$ cat config.mk
export PLATFORM = sky130hd
export DESIGN_NAME = dsp_post_adder_p_stage_flat
export DESIGN_NICKNAME = d
export VERILOG_FILES = /design/src/rtl/dsp_post_adder_p_stage_if.sv /design/src/rtl/dsp_post_adder_p_stage.sv /design/src/flat_wrapper.sv
export SDC_FILE = /design/constraint.sdc
export NUM_CORES = 1
export LEC_CHECK = 0
export CORE_ASPECT_RATIO = 2
export CORE_MARGIN = 2
export CORE_UTILIZATION = 25
export CTS_CLUSTER_DIAMETER = 100
export CTS_CLUSTER_SIZE = 20
export DETAILED_ROUTE_END_ITERATION = 16
export PLACE_DENSITY = 0.47
export SYNTH_ARGS = -nofsm -noshare
export SYNTH_HDL_FRONTEND = slang
export SYNTH_SLANG_ARGS = --single-unit
$ cat constraint.sdc
create_clock -name clk -period 5.96 [get_ports clk]
set_input_delay 1.788 -clock clk [delete_from_list [all_inputs] [get_ports clk]]
set_output_delay 1.788 -clock clk [all_outputs]
set_load 0.01 [all_outputs]
$ cat src/rtl/dsp_post_adder_p_stage_if.sv
// Operand/result bundle between the X/Z/CIN muxes, the post-adder and the P consumers.
// Pure wiring, no latency.
// No backpressure: clock enables (ce_p, ce_carry) are the only stall controls.
interface dsp_post_adder_p_stage_if #(
  parameter int WIDTH = 48
);
  logic [WIDTH-1:0] x_in;
  logic [WIDTH-1:0] z_in;
  logic             cin;
  logic             sub;
  logic             ce_p;
  logic             ce_carry;
  logic             in_valid;
  logic             clr_ovf;
  logic [WIDTH-1:0] p;
  logic [WIDTH-1:0] pcout;
  logic             carryout;
  logic             carryoutf;
  logic             out_valid;
  logic             ovf_sticky;
`ifdef DSP_PATTERN_DETECT_EN
  logic             pattern_detect;
`endif

  // Upstream side: drives operands/controls, observes the P stage
  modport master (
    output x_in, z_in, cin, sub, ce_p, ce_carry, in_valid, clr_ovf,
`ifdef DSP_PATTERN_DETECT_EN
    input  pattern_detect,
`endif
    input  p, pcout, carryout, carryoutf, out_valid, ovf_sticky
  );

  // P stage side
  modport slave (
    input  x_in, z_in, cin, sub, ce_p, ce_carry, in_valid, clr_ovf,
`ifdef DSP_PATTERN_DETECT_EN
    output pattern_detect,
`endif
    output p, pcout, carryout, carryoutf, out_valid, ovf_sticky
  );
endinterface

$ cat src/rtl/dsp_post_adder_p_stage.sv
// DSP48A1 post-adder/subtractor + P register: P = Z +/- (X + CIN), carryout, valid tag, sticky overflow.
// Latency: 1 cycle with PREG=1 (carryout 1 cycle with CARRYOUTREG=1), 0 otherwise; ovf_sticky always registered.
// No backpressure: ce_p holds P/valid/ovf-set, ce_carry holds carryout. Optional: DSP_PATTERN_DETECT_EN.
module dsp_post_adder_p_stage #(
  parameter int PREG        = 1,
  parameter int CARRYOUTREG = 1,
  parameter int WIDTH       = 48
`ifdef DSP_PATTERN_DETECT_EN
  ,
  parameter logic [WIDTH-1:0] PATTERN = '0,
  parameter logic [WIDTH-1:0] MASK    = '0
`endif
) (
  input logic                     clk,
  input logic                     rst_n,
  dsp_post_adder_p_stage_if.slave bus
);

  logic [WIDTH:0]   r;
  logic [WIDTH-1:0] p_next;
  logic             carry_next;
  logic             ovf_now;

  logic [WIDTH-1:0] p_q, p_d;
  logic             valid_q, valid_d;
  logic             carry_q, carry_d;
  logic             ovf_q, ovf_d;

  // Post-adder: one 49-bit add/subtract; bit WIDTH is carry (add) or borrow (sub)
  always_comb begin
    r = '0;
    if (bus.sub) begin
      r = {1'b0, bus.z_in} - {1'b0, bus.x_in} - {{WIDTH{1'b0}}, bus.cin};
    end else begin
      r = {1'b0, bus.z_in} + {1'b0, bus.x_in} + {{WIDTH{1'b0}}, bus.cin};
    end
  end

  assign p_next     = r[WIDTH-1:0];
  assign carry_next = r[WIDTH];

  // Signed overflow judged from operand and result sign bits
  always_comb begin
    ovf_now = 1'b0;
    if (bus.sub) begin
      ovf_now = (bus.z_in[WIDTH-1] != bus.x_in[WIDTH-1]) && (r[WIDTH-1] != bus.z_in[WIDTH-1]);
    end else begin
      ovf_now = (bus.z_in[WIDTH-1] == bus.x_in[WIDTH-1]) && (r[WIDTH-1] != bus.z_in[WIDTH-1]);
    end
  end

  // Next-state for the P, valid, carry and sticky-overflow registers
  always_comb begin
    p_d     = p_q;
    valid_d = valid_q;
    carry_d = carry_q;
    ovf_d   = ovf_q;
    if (bus.ce_p) begin
      p_d     = p_next;
      valid_d = bus.in_valid;
    end
    if (bus.ce_carry) begin
      carry_d = carry_next;
    end
    // A set in the same cycle as a clear must win so no overflow is lost
    if (bus.ce_p && bus.in_valid && ovf_now) begin
      ovf_d = 1'b1;
    end else if (bus.clr_ovf) begin
      ovf_d = 1'b0;
    end
  end

  // State registers; reset dominates every enable and the clear
  always_ff @(posedge clk) begin
    if (!rst_n) begin
      p_q     <= '0;
      valid_q <= 1'b0;
      carry_q <= 1'b0;
      ovf_q   <= 1'b0;
    end else begin
      p_q     <= p_d;
      valid_q <= valid_d;
      carry_q <= carry_d;
      ovf_q   <= ovf_d;
    end
  end

  assign bus.p          = (PREG != 0) ? p_q : p_next;
  assign bus.pcout      = bus.p;
  assign bus.out_valid  = (PREG != 0) ? valid_q : bus.in_valid;
  assign bus.carryout   = (CARRYOUTREG != 0) ? carry_q : carry_next;
  assign bus.carryoutf  = bus.carryout;
  assign bus.ovf_sticky = ovf_q;

`ifdef DSP_PATTERN_DETECT_EN
  logic pd_next;
  logic pd_q, pd_d;

  assign pd_next = (((p_next ^ PATTERN) & ~MASK) == '0);

  // Pattern flag tracks P: loads only under ce_p
  always_comb begin
    pd_d = pd_q;
    if (bus.ce_p) begin
      pd_d = pd_next;
    end
  end

  // Pattern flag register
  always_ff @(posedge clk) begin
    if (!rst_n) begin
      pd_q <= 1'b0;
    end else begin
      pd_q <= pd_d;
    end
  end

  assign bus.pattern_detect = (PREG != 0) ? pd_q : pd_next;
`endif

endmodule
$ cat src/flat_wrapper.sv
// flat-port wrapper written by rule: the top's interface ports become plain ports
module dsp_post_adder_p_stage_flat 
#(
  parameter int PREG        = 1,
  parameter int CARRYOUTREG = 1,
  parameter int WIDTH       = 48

)
  (clk, rst_n, bus_x_in, bus_z_in, bus_cin, bus_sub, bus_ce_p, bus_ce_carry, bus_in_valid, bus_clr_ovf, bus_p, bus_pcout, bus_carryout, bus_carryoutf, bus_out_valid, bus_ovf_sticky);
  dsp_post_adder_p_stage_if #(.WIDTH(WIDTH)) bus_i ();
  input logic clk;
  input logic rst_n;
  input wire logic [$bits(bus_i.x_in)-1:0] bus_x_in;
  input wire logic [$bits(bus_i.z_in)-1:0] bus_z_in;
  input wire logic [$bits(bus_i.cin)-1:0] bus_cin;
  input wire logic [$bits(bus_i.sub)-1:0] bus_sub;
  input wire logic [$bits(bus_i.ce_p)-1:0] bus_ce_p;
  input wire logic [$bits(bus_i.ce_carry)-1:0] bus_ce_carry;
  input wire logic [$bits(bus_i.in_valid)-1:0] bus_in_valid;
  input wire logic [$bits(bus_i.clr_ovf)-1:0] bus_clr_ovf;
  output wire logic [$bits(bus_i.p)-1:0] bus_p;
  output wire logic [$bits(bus_i.pcout)-1:0] bus_pcout;
  output wire logic [$bits(bus_i.carryout)-1:0] bus_carryout;
  output wire logic [$bits(bus_i.carryoutf)-1:0] bus_carryoutf;
  output wire logic [$bits(bus_i.out_valid)-1:0] bus_out_valid;
  output wire logic [$bits(bus_i.ovf_sticky)-1:0] bus_ovf_sticky;
  assign bus_i.x_in = bus_x_in;
  assign bus_i.z_in = bus_z_in;
  assign bus_i.cin = bus_cin;
  assign bus_i.sub = bus_sub;
  assign bus_i.ce_p = bus_ce_p;
  assign bus_i.ce_carry = bus_ce_carry;
  assign bus_i.in_valid = bus_in_valid;
  assign bus_i.clr_ovf = bus_clr_ovf;
  assign bus_p = bus_i.p;
  assign bus_pcout = bus_i.pcout;
  assign bus_carryout = bus_i.carryout;
  assign bus_carryoutf = bus_i.carryoutf;
  assign bus_out_valid = bus_i.out_valid;
  assign bus_ovf_sticky = bus_i.ovf_sticky;
  dsp_post_adder_p_stage #(.PREG(PREG), .CARRYOUTREG(CARRYOUTREG), .WIDTH(WIDTH)) u_core (.clk(clk), .rst_n(rst_n), .bus(bus_i));
endmodule
; ---- Word-level counts from Yosys, hierarchy flattened
; Cells that the tools add are included.
[word_totals]
output_inout_bits = 100
register_bits = 51
inputBits = 104
[op_classes]
muxes = 4
eq_ne = 3
n_reduce_logical = 5
addsub = 4
[ops]
columns = cell, n
row1 = $add 48x48->49, 1
row2 = $add 49x1->49, 1
row3 = $mux 49, 1
row4 = $sub 48x48->49, 1
row5 = $sub 49x1->49, 1
row6 = $logic_and 1x1->1, 4
row7 = $mux 1, 3
row8 = $ne 1x1->1, 2
row9 = $reduce_bool 2->1, 1
row10 = $eq 1x1->1, 1

; ---- Logic depth before layout (Yosys ltp)
[depth]
word_depth = 8
depth_mapped = 17
ltp_nobuf = 17

; ---- Least setup slack after synthesis
; No wires, ideal clock.
[synth_path]
kind = input -> register
startpoint = input bus_cin
endpoint = register u_core.p_q[44] (netlist: u_core.bus.p[44])
path_buffers = 0
stages = 17
arrival_time_ns = 5.472
setup_slack_ns = 0.361
setup_ns = 0.127
path_cell_list = inv_1 -> fa_1 -> inv_1 -> ha_1 -> or2_2 -> fa_1 -> or3b_1 -> a21o_1 -> a211o_1 -> a21o_1 -> a211oi_2 -> o221ai_2 -> a211o_1 -> a31oi_2 -> xnor2_1 -> mux2i_1 -> o21ai_1
[synth_between]
elab_chain_cells = 2
elab_cells_between_ends = 3
cone_classes = 2 x add/sub / 1 x mux
[synth_rtl]
columns = element, line_no
row1 = start: declaration, flat_wrapper.sv:15  ; input wire logic [$bits(bus_i.cin)-1:0] bus_cin;
row2 = $add 49x1->49 or $sub 49x1->49 (tied branches), "dsp_post_adder_p_stage.sv:35, dsp_post_adder_p_stage.sv:33"
row3 = $mux 49 (*), dsp_post_adder_p_stage.sv:32  ; if (bus.sub) begin
row4 = end signal: assignment, dsp_post_adder_p_stage.sv:81  ; p_q <= p_d;
row5 = end: declaration, dsp_post_adder_p_stage.sv:24  ; logic [WIDTH-1:0] p_q, p_d;
; Mark *: on every way between the ends. The rest lies on a longest branch, timed or not.
; A chain may end at the register's enable or synchronous reset.

; ---- Final worst setup path
[layout_path]
startpoint = input bus_x_in[0]
endpoint = register u_core.carry_q (netlist: u_core.bus.carryout)
[layout_between]
elab_chain_cells = 3
elab_cells_between_ends = 5
cone_classes = 4 x add/sub / 1 x mux
[layout_rtl]
columns = element, line_no
row1 = start: declaration, flat_wrapper.sv:13  ; input wire logic [$bits(bus_i.x_in)-1:0] bus_x_in;
row2 = $add 48x48->49 or $sub 48x48->49 (tied branches), "dsp_post_adder_p_stage.sv:35, dsp_post_adder_p_stage.sv:33"
row3 = $add 49x1->49 or $sub 49x1->49 (tied branches), "dsp_post_adder_p_stage.sv:35, dsp_post_adder_p_stage.sv:33"
row4 = $mux 49 (*), dsp_post_adder_p_stage.sv:32
row5 = end signal: assignment, dsp_post_adder_p_stage.sv:83  ; carry_q <= carry_d;
row6 = end: declaration, dsp_post_adder_p_stage.sv:26  ; logic carry_q, carry_d;
; Marks and branches as above.

==> metrics.md <==
| Metric | Value |
|---|---|
| Post-Synth Simple-Gate Area | `0.157` |
| Max FO, Critical Path | `3` |
| Worst Reg-to-Reg Cells | `3` |
| Share of layout cells above drive strength 1 | `0.111` |
| Top-count cell post-synth | `inv_1` |
| First-pass iteration count of the detailed router | `5` |
| Number of synthesized register bits | `51` |
| Global Route Usage Sum | `0.177` |
| Critical Path AT | `just under 6 ns` |
| Cell Area, Synth | `~9000 um2` |
| Net Count, Synth | `between 1500 and 2000` |
| Largest family of logic cells by synthesized area | `compound AO/OA/AOI/OAI gates` |
| DRT iter0 DRCs | `452` |
| Actual slew at the worst max-slew pin | `roughly 0.86 ns` |
| Part of the cycle the worst path needs | `0.966` |
| Clock skew | `0 ns` |
| Post-synth top cells | `inv_1 (159), ha_1 (140), a21oi_1 (119)` |
| Clock Pin Slew Worst Setup and Hold Paths | `approximately 0.09 ns` |
| Synth top area cells | `ha_1 (19%), dfxtp_1 (11%), inv_1 (6.5%), a21oi_1 (6.5%), xnor2_1 (6.4%)` |
| CP Class | `in2reg` |
| Minimum clock period | `5.76 ns` |
| Worst VDD drop | `0.125 mV` |
| Placer Congestion | `around 0.9` |
| Routed WL per cell | `between 15 and 20 um` |
| Synth Area in Compound Gates | `0.305` |
| Nets | `between 1500 and 2000` |
| Beginning of the worst hold path | `u_core.bus.p[36]` |
| Final Hold Violating Endpoints | `0` |
| Crit Reg-Reg Startpoint | `u_core.bus.p[45]` |
| Post-Synth Adder-Cell Area | `0.203` |
| Max H-tree Level | `2` |
| Ant diodes | `0` |
| Power per cell area | `roughly 190 nW/um2` |
| CP Launch Type | `input port` |
| Crit end category | `register` |
| Syn Area/Cell | `7.26 um2` |
| Clk sinks | `slightly above 50` |
| Initial Util | `0.252` |
| First-pass GRT wire length | `approximately 53000 um` |
| Vias | `around 9500` |
| Vias in the first global route | `about 9800` |
| Status | `finished, final reports clean` |
| Filler cells | `roughly 4000` |
| IO Port Bufs | `around 200` |
| Area Overhead vs Synth | `32.6%` |
| Cell Count, Final, Fillers Out | `around 1900` |
| Placed Cells | `between 1500 and 2000` |
| Mux cell area share after synthesis | `0.0112` |
| Static leakage | `roughly 5.3 nW` |
| Area leader, netlist | `ha_1` |
| DP HPWL | `approximately 30000 um` |
| Cells after Synth | `between 1000 and 1500` |
| Setup violation total in the final timing report | `0` |
| Peak Freq | `about 0.17 GHz` |
| Hold_buf cts | `0` |
| Longest Clk Path Bufs | `2` |
| Seq/Total Area, Yosys | `0.112` |
| I/O Pins | `around 200` |
| Total power | `2.29 mW` |
| Routed WL | `around 35000 um` |
| Hold EP | `u_core.bus.p[36]` |
| Initial antenna violation count | `0` |
| Num CTS Buffers | `5` |
| RSZ-0062 raised after global routing | `no` |
| Hold Path Cell Cnt | `2` |
| Post-synthesis xor/xnor area fraction | `0.0842` |
| Drt drc | `0` |
| Design area | `approximately 12000 um2` |
| Synth cell types | `94` |
| Yosys warns | `0` |
| Number of synthesized flops with an enable pin | `0` |
| Core area | `36300 um2` |
| Most used DFF post-synth | `dfxtp_1` |
| R2r setup slk | `approximately 5.1 ns` |
| Clock Latency Late Sink | `about 0.3 ns` |
| Die height | `274 um` |
| Final Max Tran Viols | `0` |
| FF-to-FF End | `u_core.bus.p[45]` |
| CTS root buffer | `clkbuf_16` |
| Hold Path Class | `reg2reg` |
| Rows | `between 90 and 100` |
| Largest net degree at the start of global routing | `80` |
| CTS tree | `built` |
| Critical path data required time | `roughly 6.1 ns` |
| Max-Cap Viols | `0` |
| Total gr overflow | `0` |
| Rel. slew slack | `0.425` |
| Die Wd | `roughly 140 um` |
| DR vias/cell | `4.95` |
| Final ANT Viol Nets | `0` |
| Async SR Flop Fraction | `0` |
| Top cell type's share of synthesized area | `0.192` |
| Die Area | `38200 um2` |
| DP Area | `about 12000 um2` |
## logic make-up after synthesis
family	count (synthesis)
buf+inv	259
flops	51
compound gates	399
mux	10
xor+xnor	87
simple gates	307
fa+ha+maj	146
## worst max path at each step
stage               cells past startpoint             endpoint  slack [ns]         from
finish                                 18  u_core.bus.carryout        0.20  bus_x_in[0]
global route                           18     u_core.bus.p[46]        0.04  bus_x_in[0]
CTS                                    18  u_core.bus.carryout        0.20  bus_x_in[0]
detailed placement                     18  u_core.bus.carryout       -0.55      bus_cin
global placement                       19     u_core.bus.p[40]       -0.52      bus_cin
floorplan                              17     u_core.bus.p[44]        0.36      bus_cin
## cell usage in the layout (no fill, tap or decap), types with 4 or more instances in the layout
cell type,n
inv_1,157
a21oi_2,4
o21ai_0,69
o21a_1,10
nand2_1,91
nand2b_1,7
nor2_1,113
o211ai_1,14
a211o_1,4
o21bai_1,12
xnor2_1,67
o21ai_1,7
a211oi_2,4
nand3_1,17
xor2_1,19
clkdlybuf4s50_1,198
or3_1,8
nand4_1,8
a21o_1,35
inv_2,8
a21oi_1,118
nor3_1,16
nor4_1,7
a31oi_1,17
clkbuf_16,5
buf_4,98
mux2i_1,8
nor2b_1,14
dfxtp_1,51
a211oi_1,21
ha_1,139
o2111ai_1,6
and3_1,6
o31ai_1,14
a221o_1,4
## repair_timing
item / CTS / global route
resized for setup: 11 / 0
endpoints found under the setup margin: 6 / 0
setup buffers: 3 / 0
## where the power goes
part           leakage (nW)  switching (mW)  internal (mW)
logic                  4.81           0.784          0.702
registers             0.422          0.0457          0.381
clock network        0.0875           0.165          0.213
## registers in the layout, indices dropped and copies added (netlist names)
name	flops
u_core.bus.out_valid	1
u_core.bus.carryout	1
u_core.bus.p	48
u_core.bus.ovf_sticky	1
## stage by stage
stage / hold WS [ns] / setup TNS, ns / setup WS [ns] / utilization
after CTS: 0.475 / 0 / 0.199 / 0.334
final: 0.469 / 0 / 0.202 / 0.334
after detailed placement: 0.463 / -4.78 / -0.545 / 0.328
after floorplan: 0.475 / 0 / 0.361 / -
after global routing: 0.512 / 0 / 0.0390 / 0.334
after global placement: 0.461 / -4.31 / -0.518 / 0.328
## layout make-up
class,count,area [um2],share of cell area
clock buffer,6,139,0.0115
clock inverter,2,38.8,0.00320
inverter,166,623,0.0514
multi-input combinational,949,6960,0.574
sequential,51,1020,0.0842
tap,454,568,0.0468
timing repair buffer,302,2770,0.229
## worst max-delay path: stages
cell           delay [ns]
dlygate4sd2_1        0.21
inv_1                0.06
fa_2                 0.61
inv_2                0.04
ha_2                 0.17
or2_4                0.23
fa_2                 0.37
or3b_1               0.38
a21o_1               0.20
a211o_1              0.30
a21o_1               0.21
a211oi_2             0.33
o221ai_2             0.16
a211o_1              0.36
nand3_2              0.11
nand4b_1             0.13
mux2i_1              0.17
a31oi_1              0.10
## per-layer routing
layer  global-route usage  share of wire
met1                0.166           0.34
met4               0.0912          0.052
met5                    0              0
met2                0.376           0.58
met3              0.00908          0.025
Note: power is estimated with default switching activity, not from simulation.
